## src/rtl/alu_ctrl.sv

```systemverilog
// -----------------------------------------------------------------------------
// alu_ctrl
//
// Purpose
//   Sequencer that sits between an instruction source and an external ALU.
//   It owns a four-entry, 8-bit register file (r0-r3). Each instruction is
//   accepted in IDLE. Its operands are read from the register file, or taken
//   from an 8-bit immediate, and presented to the ALU for one cycle (SLOW=0)
//   or two cycles (SLOW=1). The ALU result and flags are then captured.
//   In the following WB cycle the block pulses o_done. The result and flags
//   are committed on the edge that leaves WB.
//
//   State path:  SLOW=0  IDLE -> EXEC -> WB -> IDLE
//                SLOW=1  IDLE -> EXEC -> WAIT -> WB -> IDLE
//
//   Instruction format (16 bits):
//     [15:13] func   ALU function (3'b111 = NOP: no register or flag write)
//     [12:11] rd     destination register
//     [10:9]  rs1    first source register
//     [8]     imm_sel  1: second operand = imm8, 0: second operand = r[rs2]
//     [7:0]   imm8 (imm_sel=1) / rs2 in [1:0] (imm_sel=0)
//
// Ports
//   i_clk            rising-edge clock
//   i_rst_n          asynchronous active-low reset
//   i_instr_valid    qualifies i_instr
//   o_instr_ready    high only in IDLE; acceptance = valid & ready at an edge
//   i_instr          instruction word (format above)
//   o_alu_s1/_s2     ALU operands, held outside EXEC/WAIT
//   o_alu_en         ALU enable, high in EXEC and WAIT
//   o_alu_func       ALU function code, held outside EXEC/WAIT
//   i_alu_result     ALU result
//   i_alu_zero/negative/overflow   ALU flags
//   o_done           one-cycle completion pulse (WB)
//   o_flags          committed flags {overflow, negative, zero}
//   i_dbg_addr       debug read address
//   o_dbg_data       combinational read of r[i_dbg_addr]
// -----------------------------------------------------------------------------
module alu_ctrl #(
    parameter logic SLOW = 1'b0
) (
    input  logic        i_clk,
    input  logic        i_rst_n,

    input  logic        i_instr_valid,
    output logic        o_instr_ready,
    input  logic [15:0] i_instr,

    output logic [7:0]  o_alu_s1,
    output logic [7:0]  o_alu_s2,
    output logic        o_alu_en,
    output logic [2:0]  o_alu_func,
    input  logic [7:0]  i_alu_result,
    input  logic        i_alu_zero,
    input  logic        i_alu_negative,
    input  logic        i_alu_overflow,

    output logic        o_done,
    output logic [2:0]  o_flags,

    input  logic [1:0]  i_dbg_addr,
    output logic [7:0]  o_dbg_data
);

    // -------------------------------------------------------------------------
    // State encoding
    // -------------------------------------------------------------------------
    localparam logic [1:0] S_IDLE = 2'd0;
    localparam logic [1:0] S_EXEC = 2'd1;
    localparam logic [1:0] S_WAIT = 2'd2;
    localparam logic [1:0] S_WB   = 2'd3;

    localparam logic [2:0] FUNC_NOP = 3'b111;

    // -------------------------------------------------------------------------
    // Instruction field decode
    // -------------------------------------------------------------------------
    logic [2:0] instr_func;
    logic [1:0] instr_rd;
    logic [1:0] instr_rs1;
    logic       instr_imm_sel;
    logic [7:0] instr_imm8;
    logic [1:0] instr_rs2;

    assign instr_func    = i_instr[15:13];
    assign instr_rd      = i_instr[12:11];
    assign instr_rs1     = i_instr[10:9];
    assign instr_imm_sel = i_instr[8];
    assign instr_imm8    = i_instr[7:0];
    assign instr_rs2     = i_instr[1:0];

    // -------------------------------------------------------------------------
    // State
    // -------------------------------------------------------------------------
    logic [1:0] state_q,  state_d;

    // Latched instruction / ALU interface
    logic [7:0] s1_q,     s1_d;
    logic [7:0] s2_q,     s2_d;
    logic [2:0] func_q,   func_d;
    logic [1:0] rd_q,     rd_d;

    // ALU result holding registers, filled on the edge leaving EXEC/WAIT
    logic [7:0] res_q,    res_d;
    logic [2:0] cflags_q, cflags_d;   // {overflow, negative, zero}

    // Committed architectural state
    logic [7:0] rf_q [4];
    logic [7:0] rf_d [4];
    logic [2:0] flags_q,  flags_d;

    // Registered handshake/status outputs, derived from the next state so
    // they are glitch-free and all read zero while reset is held.
    logic       ready_q,  ready_d;
    logic       en_q,     en_d;
    logic       done_q,   done_d;

    logic       accept;

    // ready_q is only ever set when the machine is in IDLE, so this alone
    // identifies the acceptance edge; valid in other states is ignored.
    assign accept = i_instr_valid & ready_q;

    // -------------------------------------------------------------------------
    // Next-state logic
    // -------------------------------------------------------------------------
    always_comb begin
        // NOTE: every signal assigned here gets a default first, so no path
        // leaves one unassigned and no latch is inferred.
        state_d  = state_q;
        s1_d     = s1_q;
        s2_d     = s2_q;
        func_d   = func_q;
        rd_d     = rd_q;
        res_d    = res_q;
        cflags_d = cflags_q;
        rf_d     = rf_q;
        flags_d  = flags_q;

        case (state_q)
            S_IDLE: begin
                if (accept) begin
                    // Operands are read from the current register file. Any
                    // earlier instruction has already committed in WB, so no
                    // forwarding path is needed, even for rs == rd.
                    s1_d    = rf_q[instr_rs1];
                    s2_d    = instr_imm_sel ? instr_imm8 : rf_q[instr_rs2];
                    func_d  = instr_func;
                    rd_d    = instr_rd;
                    state_d = S_EXEC;
                end
            end

            S_EXEC: begin
                if (SLOW) begin
                    // Give the ALU a second cycle before sampling it.
                    state_d = S_WAIT;
                end else begin
                    res_d    = i_alu_result;
                    cflags_d = {i_alu_overflow, i_alu_negative, i_alu_zero};
                    state_d  = S_WB;
                end
            end

            S_WAIT: begin
                res_d    = i_alu_result;
                cflags_d = {i_alu_overflow, i_alu_negative, i_alu_zero};
                state_d  = S_WB;
            end

            S_WB: begin
                // Commit happens on the edge leaving WB. During WB the debug
                // port still shows the old value of r[rd].
                if (func_q != FUNC_NOP) begin
                    rf_d[rd_q] = res_q;
                    flags_d    = cflags_q;
                end
                state_d = S_IDLE;
            end

            default: begin
                state_d = S_IDLE;
            end
        endcase

        ready_d = (state_d == S_IDLE);
        en_d    = (state_d == S_EXEC) || (state_d == S_WAIT);
        done_d  = (state_d == S_WB);
    end

    // -------------------------------------------------------------------------
    // Registers
    // -------------------------------------------------------------------------
    // NOTE: sequential state uses non-blocking assignments only, so all flops
    // sample the values from before the edge, whatever order they are listed in.
    always_ff @(posedge i_clk or negedge i_rst_n) begin
        if (!i_rst_n) begin
            state_q  <= S_IDLE;
            s1_q     <= 8'h00;
            s2_q     <= 8'h00;
            func_q   <= 3'b000;
            rd_q     <= 2'd0;
            res_q    <= 8'h00;
            cflags_q <= 3'b000;
            flags_q  <= 3'b000;
            ready_q  <= 1'b0;
            en_q     <= 1'b0;
            done_q   <= 1'b0;
            // NOTE: the four-entry register file is built from flops, not a
            // RAM macro, so it takes the asynchronous reset like any other state.
            for (int i = 0; i < 4; i++) begin
                rf_q[i] <= 8'h00;
            end
        end else begin
            state_q  <= state_d;
            s1_q     <= s1_d;
            s2_q     <= s2_d;
            func_q   <= func_d;
            rd_q     <= rd_d;
            res_q    <= res_d;
            cflags_q <= cflags_d;
            flags_q  <= flags_d;
            ready_q  <= ready_d;
            en_q     <= en_d;
            done_q   <= done_d;
            rf_q     <= rf_d;
        end
    end

    // -------------------------------------------------------------------------
    // Outputs
    // -------------------------------------------------------------------------
    assign o_instr_ready = ready_q;
    assign o_alu_s1      = s1_q;
    assign o_alu_s2      = s2_q;
    assign o_alu_func    = func_q;
    assign o_alu_en      = en_q;
    assign o_done        = done_q;
    assign o_flags       = flags_q;
    assign o_dbg_data    = rf_q[i_dbg_addr];

    // -------------------------------------------------------------------------
    // Structural invariants between the registered outputs and the state
    // -------------------------------------------------------------------------
    a_ready_only_idle : assert property (@(posedge i_clk) disable iff (!i_rst_n)
        o_instr_ready |-> (state_q == S_IDLE));

    a_done_only_wb : assert property (@(posedge i_clk) disable iff (!i_rst_n)
        o_done == (state_q == S_WB));

    a_en_exec_wait : assert property (@(posedge i_clk) disable iff (!i_rst_n)
        o_alu_en == ((state_q == S_EXEC) || (state_q == S_WAIT)));

endmodule

```

## config.mk

```make
export PLATFORM = sky130hd
export DESIGN_NAME = alu_ctrl
export DESIGN_NICKNAME = d
export VERILOG_FILES = /design/src/rtl/alu_ctrl.sv
export SDC_FILE = /design/constraint.sdc
export NUM_CORES = 1
export LEC_CHECK = 0
export ABC_AREA = 1
export CAP_MARGIN = 10
export CORE_MARGIN = 2
export CORE_UTILIZATION = 47
export DETAILED_ROUTE_END_ITERATION = 10
export PLACE_DENSITY = 0.76
export SYNTH_ARGS = -nofsm -noshare
export SYNTH_HDL_FRONTEND = slang
export SYNTH_SLANG_ARGS = --single-unit
```

## constraint.sdc

```tcl
create_clock -name i_clk -period 1.4 [get_ports i_clk]
set_input_delay 0.28 -clock i_clk [delete_from_list [all_inputs] [get_ports i_clk]]
set_output_delay 0.28 -clock i_clk [all_outputs]
set_load 0.05 [all_outputs]
```

Word-level counts from Yosys, hierarchy flattened. Cells that the tools add are included.

Register bits after elaboration: 72. Bits of input ports: 32. Output and inout port bits: 33. Word-level logic and storage cells: 54.

$lt $le $gt $ge: 5. Equality and inequality tests: 7. Multiplexer cells: 15. Bitwise operators: 5. Reduce and logical (&&, ||, !) cells: 7.

Operators by type and width (number): 2-to-1 mux 8 bit (8); binary-select mux 8 bit (select 2 bit) (3); bitwise mux 32 bit (1); demux 8 bit (select 2 bit) (1); greater-or-equal comparator 3 bit (second input constant) (4); NOT 2 -> 3 bit (4); equality test 2 bit (second input constant) (4); one-hot mux 2 bit (3 select lines) (1); equality test 2 x 1 -> 1 bit (second input constant) (2); zero test 2 bit (2); AND reduction 2 bit (2); < comparator 3 x 1 -> 1 bit (second input constant) (1); inequality test 3 bit (second input constant) (1); 2-to-1 mux 2 bit (1); OR reduction 2 bit (1); AND 1 bit (1); logical AND 1 bit (1); logical OR 1 bit (1).

Depth between registers and ports, before layout.
Depth in word-level cells: 6. Gate-level depth with buffers: 9. Depth with buffers taken out: 7.

Least setup slack after synthesis. Ideal clock, no wire load.

Path type: input-to-output. From: input port i_dbg_addr[0]. To: output port o_dbg_data[5]. Arrival time: 1.421 ns. Required time: 1.120 ns. Path slack: -0.301 ns. Stages: 4. Path buffers: 1. Path through: inv_1 buf_2 o21ai_0 o22ai_1.

Cells in the longest elaborated chain, start to end: 4.

Ends and longest elaborated chain: start: declaration (line 61) `input logic [1:0] i_dbg_addr,`; NOT 2 -> 3 bit (implied by the code) (line 240) `assign o_dbg_data = rf_q[i_dbg_addr];`; binary-select mux 8 bit (select 2 bit) (line 240); 2-to-1 mux 8 bit (implied by the code) (2 in series) (line 240); end: declaration (line 62) `output logic [7:0] o_dbg_data`.

No other way between the ends. The select of a mux whose other input is x is not followed.

Final worst setup path.
From: register rf_q[8] in the netlist's numbering. To: output port o_dbg_data[0].

Cells in the longest elaborated chain, start to end: 3.

Ends and longest elaborated chain: start: declaration (line 108) `logic [7:0] rf_q [4];`; start signal: assignment (line 226) `rf_q <= rf_d;`; binary-select mux 8 bit (select 2 bit) (line 240); 2-to-1 mux 8 bit (implied by the code) (2 in series) (line 240).

No other way between the ends. The select of a mux whose other input is x is not followed.

==> results.sh <==
export IMPL_route_detailed_drc=0
export IMPL_tritoncts_clock_tree="yes"
export IMPL_number_of_buffers_created_by_cts=9
export IMPL_synthArstFlopShare_pct=100
export IMPL_die_area_sq_um=8250
export IMPL_worstMarginPinSlew_ns=0.385
export IMPL_die_w_microns=90.8
export IMPL_grt_pass1_wl_microns=16300
export IMPL_first_global_vias=3342
export IMPL_finalCoreUtilization_pct=74.4
export IMPL_drtAntennaViolNets=0
export IMPL_numClockSinks=72
export IMPL_final_net_count=625
export IMPL_worst_endpoint_arrival_ns=1.23
export IMPL_htreeDepth=3
export IMPL_post_synth_and_or_nand_nor_area_fraction_pct=28.7
export IMPL_coreArea_sq_um=7290
export IMPL_grt_setup_unrepaired="yes"
export IMPL_placed_cell_area_sq_um=4830
export IMPL_post_route_cells_drive_above_1_share_pct=25.6
export IMPL_wl_per_cell_microns=15.0
export IMPL_power_per_cell_area_nw_per_um2=2370
export IMPL_synth_avg_cell_area_sq_um=7.49
export IMPL_gr_usage_all_layers_pct=25.0
export IMPL_worst_slew_margin_rel_pct=74.3
export IMPL_detailedPlacementHpwl_microns=6410
export IMPL_fin_skew_ns=0.0123
export IMPL_violations="negative setup slack"
export IMPL_vdd_ir_max_mv=1.31
export IMPL_yosysWarnings=0
export IMPL_initial_utilization_pct=48.6
export IMPL_synth_compound_gate_area_share_pct=11.9
export IMPL_critical_path_class="register to primary output"
export IMPL_totalNegativeSetupSlack_ns=-0.704
export IMPL_static_leakage_power_nw=2.69
export IMPL_multi_input_comb_area_sq_um=1640
export IMPL_routability_congestion_estimate=0.854
export IMPL_synthMuxAreaShare_pct=0
export IMPL_ctsLongestPathBuffers=2
export IMPL_hold_path_class="primary input to register"
export IMPL_detail_route_vias_per_cell=5.32
export IMPL_final_seq_area_sq_um=1810
export IMPL_critPathRequiredTime_ns=1.12
export IMPL_synth_top_flop_cell="sky130_fd_sc_hd__dfrtp_1"
export IMPL_outcome="finished, violations left"
export IMPL_antenna_fix_cells=0
export IMPL_final_cell_area_sq_um=5420
export IMPL_clock_insertion_delay_worst_skew_ns=0.35
export IMPL_finalHoldViolCount=0
export IMPL_synth_seq_cells=72
export IMPL_drt_initial_drc_count=278
export IMPL_syn_area_sq_um=3540
export IMPL_i_o_pin_count=65
export IMPL_grt_start_max_net_pins=73
export IMPL_synth_seq_area_share_pct=50.8
export IMPL_synth_xor_xnor_area_share_pct=0
export IMPL_ctsRootBufferMaster="sky130_fd_sc_hd__clkbuf_8"
export IMPL_area_growth_pct=53.0
export IMPL_route_vias_total=3682
export IMPL_synth_cell_types=18
export IMPL_synth_largest_type_area_fraction_pct=50.8
export IMPL_final_min_period_over_clock_period_pct=108
export IMPL_die_height_microns=90.8
export IMPL_critical_path_startpoint_type="register"
export IMPL_post_route_worst_setup_slack_ns=-0.114
export IMPL_synth_most_common_cell="sky130_fd_sc_hd__nand2_1"
export IMPL_cap_viol_max_count=0
export IMPL_setup_violations=8
export IMPL_synth_largest_area_cell="sky130_fd_sc_hd__dfrtp_1"
export IMPL_synth_top_family_by_area="simple AND/OR/NAND/NOR gates"
export IMPL_numPortBuffers=64
export IMPL_crit_path_max_fanout=2
export IMPL_grt_overflow_total=0
export IMPL_fp_row_count=31
export IMPL_synth_enable_flop_cells=0
export IMPL_fmax_mhz=661
export IMPL_critical_path_endpoint_type="primary output"
export IMPL_synth_fa_ha_area_share_pct=1.76
export IMPL_synthTopCellsByCount="sky130_fd_sc_hd__nand2_1, sky130_fd_sc_hd__dfrtp_1, sky130_fd_sc_hd__o21ai_0, sky130_fd_sc_hd__nor2_1, sky130_fd_sc_hd__inv_1"
export IMPL_slew_violations=0
export IMPL_syn_num_nets=510
export IMPL_period_needed_ns=1.51
export IMPL_top_area_cells_in_the_synthesized_netlist="sky130_fd_sc_hd__dfrtp_1, sky130_fd_sc_hd__nand2_1, sky130_fd_sc_hd__o21ai_0"
export IMPL_antenna_found_initial=0
export IMPL_routed_wirelength_microns=10400
export IMPL_fill_cells=559
export IMPL_first_pass_iters=6
export IMPL_post_synth_inst_count=473
export IMPL_finalPower_mw=12.9
export IMPL_worst_setup_hold_path_clk_slew_ns=0.08
## per-stage QoR
stage	instances	worst slack [ns]	hold WS (ns)
detailed placement	638	-0.453	0.333
global placement	638	-0.412	0.330
finish	692	-0.114	0.449
global route	692	-0.159	0.468
floorplan	473	0.00114	-0.0156
CTS	682	-0.101	0.444
## cells by family after synthesis
family / after synthesis
simple gates: 258
fa+ha+maj: 5
flops: 72
compound gates: 82
buf+inv: 56
## metal layers
layer,vias to the layer above,routed length (microns),track usage [%]
met5,-,0,0
met4,0,254,10.4
li1,1730,-,-
met1,1723,4380,34.8
met2,202,4880,38.7
met3,27,845,4.76
## layout by cell type, fill, tap and decap left out, types with 8 or more instances in the layout
cell type	synthesis	routed
sky130_fd_sc_hd__o21ai_2	0	12
sky130_fd_sc_hd__o22ai_2	0	8
sky130_fd_sc_hd__buf_4	2	52
sky130_fd_sc_hd__inv_1	34	29
sky130_fd_sc_hd__nand3_1	16	16
sky130_fd_sc_hd__buf_12	0	38
sky130_fd_sc_hd__nor2_1	54	46
sky130_fd_sc_hd__clkdlybuf4s50_1	0	28
sky130_fd_sc_hd__clkbuf_8	0	10
sky130_fd_sc_hd__nor2_2	0	8
sky130_fd_sc_hd__nand2_1	180	180
sky130_fd_sc_hd__dfrtp_1	72	69
sky130_fd_sc_hd__o21ai_0	70	53
## final timing paths
path	from	endpoint	slack (ns)	cells after the start
setup / recovery	rf_q[8]	o_dbg_data[0]	-0.11	3
hold / removal	i_instr[15]	o_alu_func[2]	0.45	3
setup reg to reg	state_q[0]	rf_q[12]	0.04	4
hold reg to reg	cflags_q[0]	cflags_q[0]	0.53	2
max in group asynchronous	i_rst_n	o_alu_func[2]	0.59	3
min in group asynchronous	i_rst_n	rf_q[5]	0.47	3
## sequential cells by signal (all words and copies together) (netlist names)
register,flops
o_done,1
o_alu_en,1
state_q,2
o_alu_func,3
o_alu_s1,8
cflags_q,3
rf_q,32
o_alu_s2,8
o_flags,3
res_q,8
o_instr_ready,1
rd_q,2
## area by class of cell
class                      instances  area share, %
sequential                        72           33.3
tap                               99           2.28
inverter                          36           2.63
timing repair buffer             124           27.3
clock buffer                      10           2.54
multi-input combinational        345           30.3
clock inverter                     6           1.68
## power by group
group / switching (mW) / total, mW / internal, mW
registers: 0.824 / 3.88 / 3.05
clock network: 0.852 / 1.91 / 1.06
logic: 3.86 / 7.08 / 3.22
## worst max-delay path: stages (launching register included)
cell,delay (ns)
sky130_fd_sc_hd__dfrtp_1,0.39
sky130_fd_sc_hd__o21ai_2,0.08
sky130_fd_sc_hd__o22ai_2,0.24
sky130_fd_sc_hd__buf_12,0.17
## timing repair
action / in CTS / in global routing
setup endpoints to repair: 8 / 11
buffers inserted: 27 / 10
pin swaps: 8 / 16
hold buffers: 1 / 0
gates resized for setup: 27 / 29
endpoints found under the hold margin: 72 / 0
No activity file was read; power rests on OpenSTA's default activity.
